--- config.mk ---
export PLATFORM = sky130hd
export DESIGN_NAME = router_ingress_ctrl
export DESIGN_NICKNAME = d
export VERILOG_FILES = /design/src/rtl/router_ingress_ctrl.sv
export SDC_FILE = /design/constraint.sdc
export NUM_CORES = 1
export LEC_CHECK = 0
export CORE_MARGIN = 3
export CORE_UTILIZATION = 53
export CTS_BUF_LIST = sky130_fd_sc_hd__clkbuf_8
export DETAILED_ROUTE_END_ITERATION = 7
export MAX_ROUTING_LAYER = met4
export PLACE_DENSITY = 0.75
export SLEW_MARGIN = 40
export SYNTH_ARGS = -nofsm -noshare
export SYNTH_HDL_FRONTEND = slang
export SYNTH_SLANG_ARGS = --single-unit
--- constraint.sdc ---
create_clock -name clock -period 2.05 [get_ports clock]
set_input_delay 0.205 -clock clock [delete_from_list [all_inputs] [get_ports clock]]
set_output_delay 0.205 -clock clock [all_outputs]
set_load 0.01 [all_outputs]
--- src/rtl/router_ingress_ctrl.sv ---
// Ingress controller of the 1x3 router: decodes packet headers, steers bytes into one of
// three output FIFOs, checks packet parity and drops undeliverable packets.
module router_ingress_ctrl #(
  parameter int unsigned TIMEOUT = 30
) (
  input  logic       clock,
  input  logic       reset,
  input  logic       in_valid,
  input  logic [7:0] data_in,
  output logic       in_ready,
  input  logic [2:0] fifo_full,
  input  logic [2:0] fifo_empty,
  output logic [2:0] write_enb,
  output logic [7:0] data_out,
  output logic       lfd_state,
  output logic       busy,
  output logic       pkt_done,
  output logic       parity_err,
  output logic       drop_err
);

  typedef enum logic [2:0] {
    StDecode,
    StWaitEmpty,
    StLoadFirst,
    StLoadData,
    StLoadParity,
    StDrop
  } state_e;

  localparam logic [7:0] WaitLast = 8'(TIMEOUT - 1);

  state_e     state_q;
  logic [7:0] hdr_q;
  logic [1:0] addr_q;
  logic [5:0] remaining_q;
  logic [7:0] parity_q;
  logic [6:0] drop_cnt_q;
  logic [7:0] wait_cnt_q;

  logic       accept;
  logic [2:0] addr_oh;
  // Padded so that destination 3 indexes a defined (never-asserted) flag.
  logic [3:0] full_ext;
  logic [3:0] empty_ext;

  assign addr_oh   = 3'b001 << addr_q;
  assign full_ext  = {1'b0, fifo_full};
  assign empty_ext = {1'b0, fifo_empty};

  always_comb begin
    in_ready  = 1'b0;
    write_enb = 3'b000;
    lfd_state = 1'b0;
    data_out  = data_in;
    unique case (state_q)
      StDecode: begin
        in_ready = 1'b1;
        data_out = 8'h00;
      end
      StWaitEmpty: ;
      StLoadFirst: begin
        write_enb = addr_oh;
        lfd_state = 1'b1;
        data_out  = hdr_q;
      end
      StLoadData: begin
        in_ready = !full_ext[addr_q];
        if (in_valid && !full_ext[addr_q]) write_enb = addr_oh;
      end
      StLoadParity, StDrop: in_ready = 1'b1;
      default: ;
    endcase
    busy   = !in_ready;
    accept = in_valid && in_ready;
  end

  always_ff @(posedge clock) begin
    if (reset) begin
      state_q     <= StDecode;
      hdr_q       <= '0;
      addr_q      <= '0;
      remaining_q <= '0;
      parity_q    <= '0;
      drop_cnt_q  <= '0;
      wait_cnt_q  <= '0;
      parity_err  <= 1'b0;
      pkt_done    <= 1'b0;
      drop_err    <= 1'b0;
    end else begin
      pkt_done <= 1'b0;
      drop_err <= 1'b0;
      unique case (state_q)
        StDecode: begin
          if (accept) begin
            hdr_q       <= data_in;
            addr_q      <= data_in[1:0];
            remaining_q <= data_in[7:2];
            parity_q    <= data_in;
            wait_cnt_q  <= '0;
            if (data_in[1:0] == 2'd3) begin
              state_q    <= StDrop;
              drop_cnt_q <= {1'b0, data_in[7:2]} + 7'd1;
            end else if (empty_ext[data_in[1:0]]) begin
              state_q <= StLoadFirst;
            end else begin
              state_q <= StWaitEmpty;
            end
          end
        end
        StWaitEmpty: begin
          wait_cnt_q <= wait_cnt_q + 8'd1;
          // A draining FIFO wins over an expiring timeout in the same cycle.
          if (empty_ext[addr_q]) begin
            state_q <= StLoadFirst;
          end else if (wait_cnt_q == WaitLast) begin
            state_q    <= StDrop;
            drop_cnt_q <= {1'b0, remaining_q} + 7'd1;
          end
        end
        StLoadFirst: state_q <= (remaining_q == 6'd0) ? StLoadParity : StLoadData;
        StLoadData: begin
          if (accept) begin
            parity_q    <= parity_q ^ data_in;
            remaining_q <= remaining_q - 6'd1;
            if (remaining_q == 6'd1) state_q <= StLoadParity;
          end
        end
        StLoadParity: begin
          if (accept) begin
            parity_err <= (data_in != parity_q);
            pkt_done   <= 1'b1;
            state_q    <= StDecode;
          end
        end
        StDrop: begin
          if (accept) begin
            drop_cnt_q <= drop_cnt_q - 7'd1;
            if (drop_cnt_q == 7'd1) begin
              state_q  <= StDecode;
              drop_err <= 1'b1;
            end
          end
        end
        default: state_q <= StDecode;
      endcase
    end
  end

endmodule

==> flow_summary.yaml <==
floorplanning:
  rows: 26
  start_util_pct: 57.18
  core_um2: 5335
  ioPinCount: 34
  die_w_um: 81.87
  die_area_um2: 6702
  die_h_um: 81.87
setup_path:
  startpoint_type: "flip-flop"
  critPathCaptureType: "output port"
  ff2ff_setup_slack_ps: 60
  crit_type: "flip-flop to output port"
  r2r_start: "state_q[2]"
  critPathCapture: "in_ready"
  crit_start: "hdr_q[1]"
  reg2reg_to: "drop_cnt_q[6]"
  critPathArrivalTime_ps: 1800
  r2r_cells: 8
  cp.required_ps: 1850
  path_max_fanout: 8
final_layout:
  drive_gt1_share_pct: 14.64
  final_area_um2: 3784
  area_growth_pct: 24.04
  antennaDiodeCount: 0
  nNetsFinal: 501
  nFillCells: 449
global_route:
  antenna_found_initial: 0
  use_met3_pct: 4.386
  grt-busiest-layer: "met2"
  overflow: 0
  track_usage_pct: 28.77
  grt.met1_usage_pct: 39.31
  met2_usage_pct: 44.67
  grt_pass1_wl_mm: 14.59
  grt_pass1_vias: 2968
  grt_max_degree: 33
timing:
  slew_violations: 0
  final.min_clock_period_ps: 2002
  period_share_pct: 97.67
  setup_violations: 0
  fin_setup_tns_ps: 0
  fmax_mhz: 499.4
  worstMarginPinSlew_ps: 518.7
  fin_worst_skew_ps: 9.238
  rsz0062_at_grt: "yes"
  max_slew_margin_pct: 65.10
  hold_viol: 0
clock_network:
  clkTransAtPathRegs_ps: 90
  clk_latency_ps: 300
  cts_buffers: 5
  clk_path_buf_depth: 2
  cts_tree: "yes"
  cts_root_buf: "clkbuf_8"
  cts_max_level: 2
  clock_sinks: 43
placed_design:
  port_buffers: 33
  dp_hpwl_mm: 6.419
  place_congestion: 0.9554
  placed_cell_area_um2: 3618
worst_hold_path:
  min-delay-start: "hdr_q[2]"
  hold_path.class: "flip-flop to flip-flop"
outcome:
  status: "finished, final reports clean"
routing:
  vias_per_cell: 6.139
  drc: 0
  wire_per_inst_um: 16.32
  drt_pass1_iterations: 5
  vias: 3364
  drtIter0Drc: 297
  wirelength_mm: 8.941
  antenna_left: 0
yosys:
  synthArstFlopShare_pct: 0
  syn_area_um2: 3050
  ys.flop_type: "dfxtp_1"
  synthTopCellsByCount: "nand2_1 (65), nor2_1 (49), dfxtp_1 (43)"
  yosysTopAreaCell: "dfxtp_1"
  yosysUniqueCellTypes: 56
  yosysSeqAreaShare_pct: 28.22
  yosysWarnings: 0
  syn_area_per_cell_um2: 7.061
  synth_edf_count: 0
  synth-seq-cells: 43
  synth_nets: 456
  synth.area.top_cells: "dfxtp_1 (28%), nand2_1 (8.0%), nor2_1 (6.0%)"
  netlist_instances: 432
  synth_top_area_share_pct: 28.22
  synth.most_common_cell: "nand2_1"
pwr:
  ir_worst_vdd_v: 0.0007623
  p_leak_uw: 0.001530
  powerDensity_nw_per_um2: 1273
run:
  drv_cap: 0
[cell type report]
| type | count | area, um^2 | area share [%] |
|---|---|---|---|
| multi-input cells | 343 | 2042 | 53.97 |
| flip-flops and latches | 43 | 865.8 | 22.88 |
| well taps | 70 | 87.58 | 2.315 |
| clock inverters | 2 | 38.79 | 1.025 |
| clock buffers | 6 | 82.58 | 2.183 |
| inverters | 10 | 37.54 | 0.9921 |
| repair buffers | 74 | 629.4 | 16.63 |
[per-layer routing]
metal / wire [um] / vias to the layer above
met2: 4067 / 143
met5: 0 / -
met3: 574 / 12
met1: 4178 / 1584
met4: 121 / 0
li1: - / 1625
[sequential cells by signal, summed over array words and instances (netlist names)]
signal	cells
parity_err	1
wait_cnt_q	8
parity_q	8
hdr_q	8
drop_cnt_q	7
drop_err	1
remaining_q	6
pkt_done	1
state_q	3
[layout by cell type, fill, tap and decap left out, types with 4 or more instances in the layout]
cell type and n:
dfxtp_2 4, xor2_1 11, a2bb2oi_1 8, nand3_1 12, nor3_1 14, clkdlybuf4s50_1 19, mux2i_1 8, nor4_1 4
ha_1 6, nor2b_1 6, dlygate4sd2_1 11, buf_4 40, o21ai_0 32, o22ai_1 8, dfxtp_1 39, o2bb2ai_1 6
nor2_1 48, o21ai_1 4, a311oi_1 4, a31oi_1 9, inv_1 10, a21oi_1 28, nand2_1 65, nand3b_1 6
clkbuf_8 6, and3_1 9
[how the worst min path moves through the flow]
stage	to	slack (ps)	cells past startpoint
2_1_floorplan	remaining_q[0]	400	2
3_3_place_gp	hdr_q[2]	440	2
3_5_place_dp	hdr_q[2]	450	2
4_1_cts	hdr_q[2]	460	2
5_1_grt	hdr_q[6]	480	2
6_report	hdr_q[2]	460	2
[per-stage QoR]
| step | total power, uW | utilization (%) | std cells | hold WS (ps) | worst slack [ps] |
|---|---|---|---|---|---|
| CTS | 4694 | 70.05 | 547 | 461.3 | 24.27 |
| finish | 4815 | 70.92 | 548 | 456.7 | 47.72 |
| global placement | 3984 | 67.82 | 538 | 442.6 | -65.46 |
| global route | 5149 | 70.92 | 548 | 484.2 | -74.90 |
| detailed placement | 4019 | 67.82 | 538 | 448.7 | -105.6 |
| floorplan | 3108 | - | 432 | 395.1 | 12.07 |
[worst max-delay path: stages, from the launching register on]
cell	delay, ps
dfxtp_2	340
buf_4	160
nand3b_1	200
o21a_1	160
nand2_1	120
inv_1	70
a21o_1	180
dlygate4sd2_1	280
[logic make-up (layout without fill, tap and decap cells)]
logic type | Yosys count | count (layout) | share of synthesized area [%]
AND/OR/NAND/NOR | 188 | 188 | 29.45
AO/OA/AOI/OAI | 124 | 124 | 25.84
buffers and inverters | 46 | 92 | 6.276
flip-flops | 43 | 43 | 28.22
XOR/XNOR | 14 | 14 | 4.020
multiplexers | 10 | 10 | 3.322
adder cells (fa/ha/maj) | 7 | 7 | 2.871
[report_power, final]
group | total [uW] | switching (uW) | leakage, uW | internal (uW)
clock network | 715 | 314 | 0.0000618 | 401
registers | 1310 | 263 | 0.000353 | 1050
logic | 2790 | 1580 | 0.00111 | 1210
total | 4810 | 2150 | 0.00153 | 2660
[timing repair]
item / in CTS / in global routing
pin swaps: 0 / 2
endpoints found under the hold margin: 0 / 0
hold buffers: 0 / 0
buffers inserted: 1 / 1
gates resized for setup: 16 / 17
endpoints found under the setup margin: 14 / 11
(Power assumes the default switching activity.)
